`config.mk`:
```
export PLATFORM = sky130hd
export DESIGN_NAME = tinyqv_instr_decoder_flat
export DESIGN_NICKNAME = d
export VERILOG_FILES = /design/src/rtl/tinyqv_pkg.sv /design/src/rtl/tinyqv_instr_decoder_if.sv /design/src/rtl/tinyqv_rvc_expand.sv /design/src/rtl/tinyqv_instr_decoder.sv /design/src/flat_wrapper.sv
export SDC_FILE = /design/constraint.sdc
export NUM_CORES = 1
export LEC_CHECK = 0
export BUFFER_PORTS_ARGS = -buffer_cell sky130_fd_sc_hd__buf_4
export CAP_MARGIN = 20
export CORE_ASPECT_RATIO = 1.75
export CORE_MARGIN = 8
export CORE_UTILIZATION = 55
export DETAILED_ROUTE_END_ITERATION = 8
export PLACE_DENSITY = 0.91
export SLEW_MARGIN = 20
export SYNTH_ARGS = -nofsm -noshare
export SYNTH_HDL_FRONTEND = slang
export SYNTH_SLANG_ARGS = --single-unit
export TNS_END_PERCENT = 30
```
`constraint.sdc`:
```
create_clock -name vclk -period 4.25
set_clock_uncertainty 0.15 [all_clocks]
set_input_delay 0.6375 -clock vclk [all_inputs]
set_output_delay 0.6375 -clock vclk [all_outputs]
set_load 0.1 [all_outputs]
```
`src/rtl/tinyqv_pkg.sv`:
```
// tinyqv_pkg: shared definitions for the tinyQV instruction decoder.
// Holds the RV32 major opcodes (instr[6:2]), the tinyqv_alu op encodings,
// the instr_len codes and the decoded-field bundle that is passed between
// the compressed expander and the top-level decoder.
package tinyqv_pkg;

  // Major opcodes, instr[6:2]
  localparam logic [4:0] OPC_LOAD   = 5'b00000;
  localparam logic [4:0] OPC_OP_IMM = 5'b00100;
  localparam logic [4:0] OPC_AUIPC  = 5'b00101;
  localparam logic [4:0] OPC_STORE  = 5'b01000;
  localparam logic [4:0] OPC_OP     = 5'b01100;
  localparam logic [4:0] OPC_LUI    = 5'b01101;
  localparam logic [4:0] OPC_BRANCH = 5'b11000;
  localparam logic [4:0] OPC_JALR   = 5'b11001;
  localparam logic [4:0] OPC_JAL    = 5'b11011;
  localparam logic [4:0] OPC_SYSTEM = 5'b11100;

  // tinyqv_alu op encodings: {sub/arith, funct3}
  localparam logic [3:0] ALU_ADD  = 4'b0000;
  localparam logic [3:0] ALU_SUB  = 4'b1000;
  localparam logic [3:0] ALU_SLT  = 4'b0010;
  localparam logic [3:0] ALU_SLTU = 4'b0011;
  localparam logic [3:0] ALU_XOR  = 4'b0100;
  localparam logic [3:0] ALU_OR   = 4'b0110;
  localparam logic [3:0] ALU_AND  = 4'b0111;
  localparam logic [3:0] ALU_SLL  = 4'b0001;
  localparam logic [3:0] ALU_SRL  = 4'b0101;
  localparam logic [3:0] ALU_SRA  = 4'b1101;

  // Bits [2:1] of the instruction byte length
  localparam logic [1:0] LEN_32 = 2'b10;
  localparam logic [1:0] LEN_16 = 2'b01;

  // Memory width code used by all compressed loads/stores (word)
  localparam logic [2:0] MEM_WORD = 3'b010;

  typedef logic [3:0] reg_idx_t;

  typedef struct packed {
    logic [31:0] imm;
    logic        is_load;
    logic        is_alu_imm;
    logic        is_auipc;
    logic        is_store;
    logic        is_alu_reg;
    logic        is_lui;
    logic        is_branch;
    logic        is_jalr;
    logic        is_jal;
    logic        is_system;
    logic [3:0]  alu_op;
    logic [2:0]  mem_op;
    reg_idx_t    rs1;
    reg_idx_t    rs2;
    reg_idx_t    rd;
  } decode_t;

  // All-zero decode: no class flag set, so the consumer ignores the rest.
  function automatic decode_t decode_none();
    decode_t d;
    d = {$bits(decode_t){1'b0}};
    return d;
  endfunction

  // Branches compare through the ALU: equality via XOR, ordering via SLT/SLTU.
  function automatic logic [3:0] branch_alu_op(input logic [2:0] funct3);
    logic [3:0] op;
    case (funct3[2:1])
      2'b00:   op = ALU_XOR;
      2'b10:   op = ALU_SLT;
      2'b11:   op = ALU_SLTU;
      default: op = ALU_ADD;
    endcase
    return op;
  endfunction

endpackage

```
`src/rtl/tinyqv_instr_decoder_if.sv`:
```
// tinyqv_instr_decoder_if: bundle between the fetch buffer, the decoder and
// the execute stage.
//   master : decoder side  (consumes instr, drives decoded fields)
//   slave  : fetch/execute side (drives instr, consumes decoded fields)
interface tinyqv_instr_decoder_if;
  import tinyqv_pkg::*;

  logic [31:0] instr;
  logic [31:0] imm;
  logic        is_load;
  logic        is_alu_imm;
  logic        is_auipc;
  logic        is_store;
  logic        is_alu_reg;
  logic        is_lui;
  logic        is_branch;
  logic        is_jalr;
  logic        is_jal;
  logic        is_system;
  logic        is_ret;
  logic [1:0]  instr_len;
  logic [3:0]  alu_op;
  logic [2:0]  mem_op;
  reg_idx_t    rs1;
  reg_idx_t    rs2;
  reg_idx_t    rd;
  logic [2:0]  additional_mem_ops;
  logic        mem_op_increment_reg;

  modport master (
    input  instr,
    output imm, is_load, is_alu_imm, is_auipc, is_store, is_alu_reg, is_lui,
           is_branch, is_jalr, is_jal, is_system, is_ret, instr_len, alu_op,
           mem_op, rs1, rs2, rd, additional_mem_ops, mem_op_increment_reg
  );

  modport slave (
    output instr,
    input  imm, is_load, is_alu_imm, is_auipc, is_store, is_alu_reg, is_lui,
           is_branch, is_jalr, is_jal, is_system, is_ret, instr_len, alu_op,
           mem_op, rs1, rs2, rd, additional_mem_ops, mem_op_increment_reg
  );
endinterface

```
`src/rtl/tinyqv_rvc_expand.sv`:
```
// tinyqv_rvc_expand: expands a 16-bit RVC instruction into the same decoded
// fields an equivalent RV32 instruction would produce.
//   cinstr : compressed instruction (quadrant 3 is never presented here)
//   dec    : decoded fields; all class flags 0 for unsupported encodings
// Register fields keep only 4 bits (RV32E); 3-bit fields map to x8..x15.
module tinyqv_rvc_expand
  import tinyqv_pkg::*;
(
  input  logic [15:0] cinstr,
  output decode_t     dec
);

  logic [2:0]  f3_s;
  reg_idx_t    r_full_s;   // c[11:7] field, bit 11 dropped
  reg_idx_t    r2_full_s;  // c[6:2] field, bit 6 dropped
  reg_idx_t    rp_hi_s;    // c[9:7]  -> x8..x15
  reg_idx_t    rp_lo_s;    // c[4:2]  -> x8..x15
  logic [31:0] imm6_s;
  logic [31:0] jimm_s;
  logic [31:0] bimm_s;
  logic [31:0] lwimm_s;

  assign f3_s      = cinstr[15:13];
  assign r_full_s  = cinstr[10:7];
  assign r2_full_s = cinstr[5:2];
  assign rp_hi_s   = {1'b1, cinstr[9:7]};
  assign rp_lo_s   = {1'b1, cinstr[4:2]};
  assign imm6_s    = {{26{cinstr[12]}}, cinstr[12], cinstr[6:2]};
  assign jimm_s    = {{20{cinstr[12]}}, cinstr[12], cinstr[8], cinstr[10:9], cinstr[6],
                      cinstr[7], cinstr[2], cinstr[11], cinstr[5:3], 1'b0};
  assign bimm_s    = {{23{cinstr[12]}}, cinstr[12], cinstr[6:5], cinstr[2],
                      cinstr[11:10], cinstr[4:3], 1'b0};
  assign lwimm_s   = {25'd0, cinstr[5], cinstr[12:10], cinstr[6], 2'b00};

  // Quadrant/funct3 expansion to RV32 fields
  always_comb begin
    dec = decode_none();
    case (cinstr[1:0])
      2'b00: begin
        case (f3_s)
          3'b000: begin  // C.ADDI4SPN, zero immediate is illegal
            if (cinstr[12:5] != 8'd0) begin
              dec.is_alu_imm = 1'b1;
              dec.rs1 = 4'd2;
              dec.rd  = rp_lo_s;
              dec.imm = {22'd0, cinstr[10:7], cinstr[12:11], cinstr[5], cinstr[6], 2'b00};
            end else begin
              dec = decode_none();
            end
          end
          3'b010: begin  // C.LW
            dec.is_load = 1'b1;
            dec.rs1 = rp_hi_s;
            dec.rd  = rp_lo_s;
            dec.imm = lwimm_s;
            dec.mem_op = MEM_WORD;
          end
          3'b110: begin  // C.SW
            dec.is_store = 1'b1;
            dec.rs1 = rp_hi_s;
            dec.rs2 = rp_lo_s;
            dec.imm = lwimm_s;
            dec.mem_op = MEM_WORD;
          end
          default: dec = decode_none();
        endcase
      end
      2'b01: begin
        case (f3_s)
          3'b000: begin  // C.ADDI / C.NOP
            dec.is_alu_imm = 1'b1;
            dec.rs1 = r_full_s;
            dec.rd  = r_full_s;
            dec.imm = imm6_s;
          end
          3'b001, 3'b101: begin  // C.JAL links to x1, C.J discards the link
            dec.is_jal = 1'b1;
            dec.rd  = (f3_s == 3'b001) ? 4'd1 : 4'd0;
            dec.imm = jimm_s;
          end
          3'b010: begin  // C.LI
            dec.is_alu_imm = 1'b1;
            dec.rs1 = 4'd0;
            dec.rd  = r_full_s;
            dec.imm = imm6_s;
          end
          3'b011: begin
            if (cinstr[12] == 1'b0 && cinstr[6:2] == 5'd0) begin
              dec = decode_none();
            end else if (cinstr[11:7] == 5'd2) begin  // C.ADDI16SP
              dec.is_alu_imm = 1'b1;
              dec.rs1 = 4'd2;
              dec.rd  = 4'd2;
              dec.imm = {{22{cinstr[12]}}, cinstr[12], cinstr[4:3], cinstr[5], cinstr[2],
                         cinstr[6], 4'd0};
            end else begin  // C.LUI
              dec.is_lui = 1'b1;
              dec.rs1 = 4'd0;
              dec.rd  = r_full_s;
              dec.imm = {{14{cinstr[12]}}, cinstr[12], cinstr[6:2], 12'd0};
            end
          end
          3'b100: begin
            dec.rs1 = rp_hi_s;
            dec.rd  = rp_hi_s;
            case (cinstr[11:10])
              2'b00, 2'b01: begin  // C.SRLI / C.SRAI; shamt[5] illegal on RV32
                if (cinstr[12] == 1'b0) begin
                  dec.is_alu_imm = 1'b1;
                  dec.alu_op = cinstr[10] ? ALU_SRA : ALU_SRL;
                  dec.imm = {21'd0, cinstr[10], 5'd0, cinstr[6:2]};
                end else begin
                  dec = decode_none();
                end
              end
              2'b10: begin  // C.ANDI
                dec.is_alu_imm = 1'b1;
                dec.alu_op = ALU_AND;
                dec.imm = imm6_s;
              end
              default: begin  // register-register group
                if (cinstr[12] == 1'b0) begin
                  dec.is_alu_reg = 1'b1;
                  dec.rs2 = rp_lo_s;
                  case (cinstr[6:5])
                    2'b00:   dec.alu_op = ALU_SUB;
                    2'b01:   dec.alu_op = ALU_XOR;
                    2'b10:   dec.alu_op = ALU_OR;
                    default: dec.alu_op = ALU_AND;
                  endcase
                end else begin
                  dec = decode_none();
                end
              end
            endcase
          end
          3'b110, 3'b111: begin  // C.BEQZ / C.BNEZ; mem_op carries the funct3
            dec.is_branch = 1'b1;
            dec.rs1 = rp_hi_s;
            dec.rs2 = 4'd0;
            dec.imm = bimm_s;
            dec.alu_op = ALU_XOR;
            dec.mem_op = {2'b00, f3_s[0]};
          end
          default: dec = decode_none();
        endcase
      end
      2'b10: begin
        case (f3_s)
          3'b000: begin  // C.SLLI
            if (cinstr[12] == 1'b0) begin
              dec.is_alu_imm = 1'b1;
              dec.rs1 = r_full_s;
              dec.rd  = r_full_s;
              dec.alu_op = ALU_SLL;
              dec.imm = {27'd0, cinstr[6:2]};
            end else begin
              dec = decode_none();
            end
          end
          3'b010: begin  // C.LWSP, rd=x0 reserved
            if (cinstr[11:7] != 5'd0) begin
              dec.is_load = 1'b1;
              dec.rs1 = 4'd2;
              dec.rd  = r_full_s;
              dec.mem_op = MEM_WORD;
              dec.imm = {24'd0, cinstr[3:2], cinstr[12], cinstr[6:4], 2'b00};
            end else begin
              dec = decode_none();
            end
          end
          3'b100: begin
            if (cinstr[6:2] != 5'd0) begin  // C.MV (rs1=x0) or C.ADD (rs1=rd)
              dec.is_alu_reg = 1'b1;
              dec.rs1 = cinstr[12] ? r_full_s : 4'd0;
              dec.rs2 = r2_full_s;
              dec.rd  = r_full_s;
            end else if (cinstr[11:7] != 5'd0) begin  // C.JR / C.JALR
              dec.is_jalr = 1'b1;
              dec.rs1 = r_full_s;
              dec.rd  = cinstr[12] ? 4'd1 : 4'd0;
            end else if (cinstr[12] == 1'b1) begin  // C.EBREAK
              dec.is_system = 1'b1;
              dec.imm = 32'd1;
            end else begin
              dec = decode_none();
            end
          end
          3'b110: begin  // C.SWSP
            dec.is_store = 1'b1;
            dec.rs1 = 4'd2;
            dec.rs2 = r2_full_s;
            dec.mem_op = MEM_WORD;
            dec.imm = {24'd0, cinstr[8:7], cinstr[12:9], 2'b00};
          end
          default: dec = decode_none();
        endcase
      end
      default: dec = decode_none();
    endcase
  end

endmodule

```
`src/rtl/tinyqv_instr_decoder.sv`:
```
// tinyqv_instr_decoder: combinational RV32EC instruction decoder.
//   clk, rstn : present for interface uniformity; no state is held
//   bus       : master side of tinyqv_instr_decoder_if (instr in, decoded
//               immediate, class flags, alu/mem ops, register indices out)
// 32-bit words (instr[1:0]==11) are decoded here; anything else goes through
// tinyqv_rvc_expand and the two results are muxed on instr[1:0].
module tinyqv_instr_decoder
  import tinyqv_pkg::*;
(
  input logic                    clk,
  input logic                    rstn,
  tinyqv_instr_decoder_if.master bus
);

  logic [31:0] instr_s;
  logic [2:0]  funct3_s;
  logic        is_32_s;
  decode_t     d32_s;
  decode_t     d16_s;
  decode_t     dec_s;
  logic        unused_s;

  assign instr_s  = bus.instr;
  assign funct3_s = instr_s[14:12];
  assign is_32_s  = (instr_s[1:0] == 2'b11);
  assign unused_s = &{1'b0, clk, rstn};

  tinyqv_rvc_expand u_rvc (
    .cinstr (instr_s[15:0]),
    .dec    (d16_s)
  );

  // 32-bit opcode decode
  always_comb begin
    d32_s = decode_none();
    d32_s.rs1 = instr_s[18:15];
    d32_s.rs2 = instr_s[23:20];
    d32_s.rd  = instr_s[10:7];
    case (instr_s[6:2])
      OPC_LOAD: begin
        d32_s.is_load = 1'b1;
        d32_s.imm = {{20{instr_s[31]}}, instr_s[31:20]};
        d32_s.mem_op = funct3_s;
      end
      OPC_OP_IMM: begin
        d32_s.is_alu_imm = 1'b1;
        d32_s.imm = {{20{instr_s[31]}}, instr_s[31:20]};
        // Only SRLI/SRAI use instr[30] as an op bit; elsewhere it is immediate
        d32_s.alu_op = {(funct3_s == 3'b101) ? instr_s[30] : 1'b0, funct3_s};
      end
      OPC_AUIPC: begin
        d32_s.is_auipc = 1'b1;
        d32_s.imm = {instr_s[31:12], 12'd0};
      end
      OPC_STORE: begin
        d32_s.is_store = 1'b1;
        d32_s.imm = {{20{instr_s[31]}}, instr_s[31:25], instr_s[11:7]};
        d32_s.mem_op = funct3_s;
      end
      OPC_OP: begin
        d32_s.is_alu_reg = 1'b1;
        d32_s.alu_op = {instr_s[30], funct3_s};
      end
      OPC_LUI: begin
        d32_s.is_lui = 1'b1;
        d32_s.rs1 = 4'd0;
        d32_s.imm = {instr_s[31:12], 12'd0};
      end
      OPC_BRANCH: begin
        // mem_op carries funct3 so branch logic can invert the condition
        d32_s.is_branch = 1'b1;
        d32_s.imm = {{19{instr_s[31]}}, instr_s[31], instr_s[7], instr_s[30:25],
                     instr_s[11:8], 1'b0};
        d32_s.alu_op = branch_alu_op(funct3_s);
        d32_s.mem_op = funct3_s;
      end
      OPC_JALR: begin
        d32_s.is_jalr = 1'b1;
        d32_s.imm = {{20{instr_s[31]}}, instr_s[31:20]};
      end
      OPC_JAL: begin
        d32_s.is_jal = 1'b1;
        d32_s.imm = {{11{instr_s[31]}}, instr_s[31], instr_s[19:12], instr_s[20],
                     instr_s[30:21], 1'b0};
      end
      OPC_SYSTEM: begin
        d32_s.is_system = 1'b1;
        d32_s.imm = {20'd0, instr_s[31:20]};
      end
      default: d32_s = decode_none();
    endcase
  end

  assign dec_s = is_32_s ? d32_s : d16_s;

  assign bus.imm                  = dec_s.imm;
  assign bus.is_load              = dec_s.is_load;
  assign bus.is_alu_imm           = dec_s.is_alu_imm;
  assign bus.is_auipc             = dec_s.is_auipc;
  assign bus.is_store             = dec_s.is_store;
  assign bus.is_alu_reg           = dec_s.is_alu_reg;
  assign bus.is_lui               = dec_s.is_lui;
  assign bus.is_branch            = dec_s.is_branch;
  assign bus.is_jalr              = dec_s.is_jalr;
  assign bus.is_jal               = dec_s.is_jal;
  assign bus.is_system            = dec_s.is_system;
  assign bus.is_ret               = (instr_s == 32'h30200073);
  assign bus.instr_len            = is_32_s ? LEN_32 : LEN_16;
  assign bus.alu_op               = dec_s.alu_op;
  assign bus.mem_op               = dec_s.mem_op;
  assign bus.rs1                  = dec_s.rs1;
  assign bus.rs2                  = dec_s.rs2;
  assign bus.rd                   = dec_s.rd;
  assign bus.additional_mem_ops   = 3'b000;
  assign bus.mem_op_increment_reg = 1'b0;

endmodule

```
`src/flat_wrapper.sv`:
```
// flat-port wrapper written by rule: the top's interface ports become plain ports
module tinyqv_instr_decoder_flat import tinyqv_pkg::*;
  (clk, rstn, bus_instr, bus_imm, bus_is_load, bus_is_alu_imm, bus_is_auipc, bus_is_store, bus_is_alu_reg, bus_is_lui, bus_is_branch, bus_is_jalr, bus_is_jal, bus_is_system, bus_is_ret, bus_instr_len, bus_alu_op, bus_mem_op, bus_rs1, bus_rs2, bus_rd, bus_additional_mem_ops, bus_mem_op_increment_reg);
  tinyqv_instr_decoder_if bus_i ();
  input logic clk;
  input logic rstn;
  input wire logic [$bits(bus_i.instr)-1:0] bus_instr;
  output wire logic [$bits(bus_i.imm)-1:0] bus_imm;
  output wire logic [$bits(bus_i.is_load)-1:0] bus_is_load;
  output wire logic [$bits(bus_i.is_alu_imm)-1:0] bus_is_alu_imm;
  output wire logic [$bits(bus_i.is_auipc)-1:0] bus_is_auipc;
  output wire logic [$bits(bus_i.is_store)-1:0] bus_is_store;
  output wire logic [$bits(bus_i.is_alu_reg)-1:0] bus_is_alu_reg;
  output wire logic [$bits(bus_i.is_lui)-1:0] bus_is_lui;
  output wire logic [$bits(bus_i.is_branch)-1:0] bus_is_branch;
  output wire logic [$bits(bus_i.is_jalr)-1:0] bus_is_jalr;
  output wire logic [$bits(bus_i.is_jal)-1:0] bus_is_jal;
  output wire logic [$bits(bus_i.is_system)-1:0] bus_is_system;
  output wire logic [$bits(bus_i.is_ret)-1:0] bus_is_ret;
  output wire logic [$bits(bus_i.instr_len)-1:0] bus_instr_len;
  output wire logic [$bits(bus_i.alu_op)-1:0] bus_alu_op;
  output wire logic [$bits(bus_i.mem_op)-1:0] bus_mem_op;
  output wire logic [$bits(bus_i.rs1)-1:0] bus_rs1;
  output wire logic [$bits(bus_i.rs2)-1:0] bus_rs2;
  output wire logic [$bits(bus_i.rd)-1:0] bus_rd;
  output wire logic [$bits(bus_i.additional_mem_ops)-1:0] bus_additional_mem_ops;
  output wire logic [$bits(bus_i.mem_op_increment_reg)-1:0] bus_mem_op_increment_reg;
  assign bus_i.instr = bus_instr;
  assign bus_imm = bus_i.imm;
  assign bus_is_load = bus_i.is_load;
  assign bus_is_alu_imm = bus_i.is_alu_imm;
  assign bus_is_auipc = bus_i.is_auipc;
  assign bus_is_store = bus_i.is_store;
  assign bus_is_alu_reg = bus_i.is_alu_reg;
  assign bus_is_lui = bus_i.is_lui;
  assign bus_is_branch = bus_i.is_branch;
  assign bus_is_jalr = bus_i.is_jalr;
  assign bus_is_jal = bus_i.is_jal;
  assign bus_is_system = bus_i.is_system;
  assign bus_is_ret = bus_i.is_ret;
  assign bus_instr_len = bus_i.instr_len;
  assign bus_alu_op = bus_i.alu_op;
  assign bus_mem_op = bus_i.mem_op;
  assign bus_rs1 = bus_i.rs1;
  assign bus_rs2 = bus_i.rs2;
  assign bus_rd = bus_i.rd;
  assign bus_additional_mem_ops = bus_i.additional_mem_ops;
  assign bus_mem_op_increment_reg = bus_i.mem_op_increment_reg;
  tinyqv_instr_decoder u_core (.clk(clk), .rstn(rstn), .bus(bus_i));
endmodule
```
==> flow_metrics.tcl <==
set metrics [dict create \
    status "complete, no violations" \
    total_power_mw 0.5435 \
    fillers 414 \
    drtIter0Drc 552 \
    worst_pin_slew_ns 0.9578 \
    grt_usage 0.3331 \
    gr-usage-met1 0.3632 \
    fp.dieH_um 101.1 \
    cp_max_fo 24 \
    switching_power_mw 0.4231 \
    rsz0062_at_grt "no" \
    worst_setup_path_end_kind "primary output" \
    power_frac_clock 0 \
    grt_start_max_net_pins 36 \
    netlist_instances 399 \
    antenna_found_initial 0 \
    seq_cell_count 0 \
    min_path_type "in2out" \
    power.leakage_nw 1.191 \
    finalHoldViolations 0 \
    p_per_area_nw_per_um2 185.9 \
    worstHoldPathCells 5 \
    chipWidth_um 64.60 \
    yosys.area.top_type "a21oi_1" \
    setup_viol 0 \
    drt-vias-per-instance 7.389 \
    sw_frac_of_total 0.7786 \
    cts_hold_buffers 0 \
    syn_avg_cell_area_sq_um 5.698 \
    period_needed_ns 3.619 \
    synth.most_common_cell "a21oi_1" \
    fin_nets 496 \
    combPwrFrac 1.000 \
    num_rows 31 \
    core_area_sq_um 4073 \
    ioPinCount 102 \
    slew_violations 0 \
    numPortBuffers 96 \
    ys_seq_area_frac 0 \
    die_area_sq_um 6528 \
    synth_cell_type_count 65 \
    cap_violations 0 \
    cp-start-kind "primary input" \
    worst-setup-path-type "in2out" \
    areaGrowthSynthToFinish_pct 28.62 \
    wl_per_cell_um 22.93 \
    whs_ns 1.617 \
    utilization 0.7180 \
    intPower_mw 0.1203 \
    maxSlewHeadroom 0.3587 \
    wirelength_um 11670 \
    vias 3761 \
    busiest_layer "met2" \
    use_met2 0.5392 \
    final_antenna_net_count 0 \
    hold_end "bus_is_ret" \
    hpwl_um 8719 \
    max_freq_mhz 276.3 \
    ys_top_cells_by_count "a21oi_1, nand2_1, o21ai_0" \
    place.gp.congestion 1.066 \
    use_met3 0.07795 \
    grt_pass1_vias 3497 \
    clkbuf_count 0 \
    post_cts_buffers 0 \
    period_share 0.8516 \
    ir_worst_vdd_mv 0.1316 \
    drc 0 \
    seqCellArea_sq_um 0 \
    arrival_ns 2.83 \
    synth_warnings 0 \
    layout-drive-gt1-share 0.2717 \
    num_antenna_cells 0 \
    synth_top_area_frac 0.1013 \
    netlist_top_cells_area "a21oi_1, o21ai_0, nand2_1" \
    worstPathRequired_ns 3.46 \
    initial_core_util 0.5582 \
    power.share.sequential 0 \
    grt_pass1_wl_um 17890 \
    overflow 0 \
    syn_area_sq_um 2273 \
    first_pass_iters 5 \
    min_from "bus_instr[16]" \
    cts.repair.resized 0 \
]
stage by stage:
stage               area, sq um  TNS (ns)  setup WS [ns]  cells
CTS                        2924         0         0.7431    509
global route               2924         0         0.5168    509
global placement           2924         0         0.7940    509
detailed placement         2924         0         0.7532    509
finish                     2924         0         0.6308    509
floorplan                  2303    -1.826        -0.2887    402
layer usage:
layer,wire length [um],vias up,share of wire
li1,-,1634,-
met1,3647,1654,0.31
met2,5327,364,0.46
met3,1656,109,0.14
met4,1040,0,0.089
met5,0,-,0
worst max-delay path by stage:
stage / from / end / slack (ns)
2_1_floorplan: bus_instr[7] / bus_imm[8] / -0.29
6_report: bus_instr[2] / bus_imm[0] / 0.63
5_1_grt: bus_instr[2] / bus_imm[1] / 0.52
4_1_cts: bus_instr[2] / bus_imm[0] / 0.74
3_3_place_gp: bus_instr[2] / bus_imm[0] / 0.79
3_5_place_dp: bus_instr[2] / bus_imm[0] / 0.75
final cells by class:
class,count,area [sq um],area share
inverter,10,37.54,0.01284
timing repair buffer,102,765.7,0.2619
multi-input combinational,348,2059,0.7043
tap,49,61.31,0.02097
cell families (layout without fill, tap and decap cells):
group	Yosys count	count (layout)	share of synthesized area
and+or+nand+nor	159	159	0.3643
muxes	4	4	0.01926
buffers and inverters	54	112	0.1073
AOI/OAI and AO/OA	180	180	0.5036
other	1	4	0.001649
xor gates and xnor gates	1	1	0.003853
cells in the final DEF, fill, tap and decap left out, types with 3 or more instances in the layout:
cell type	instances
or3_1	5
mux2_2	3
or2_2	3
a31oi_1	5
o22ai_1	14
nand4_1	5
a32o_1	3
o21ai_1	15
inv_1	7
nand2b_1	10
o21ai_0	39
conb_1	4
a22o_1	5
a32oi_1	7
o221ai_1	3
nor3_1	13
and2_1	6
o211ai_1	10
nor2_1	26
nand3_1	15
and3_1	4
nor3b_1	3
nor2b_1	8
buf_4	102
a21oi_1	46
a22oi_1	9
nand2_1	43
critical path: stages:
cell and delay [ns]:
buf_4 0.22, nor2_1 0.06, buf_4 0.19, o21ai_0 0.41, o41ai_1 0.15, nand2_1 0.62
o221ai_1 0.25, buf_4 0.29
power by group through the flow:
stage	logic (mW)	registers, mW	clock network [mW]
after floorplan	0.406	0	0
after global placement	0.527	0	0
after detailed placement	0.531	0	0
after CTS	0.532	0	0
after global routing	0.560	0	0
final	0.543	0	0
Power figures use the tool's default switching activity.
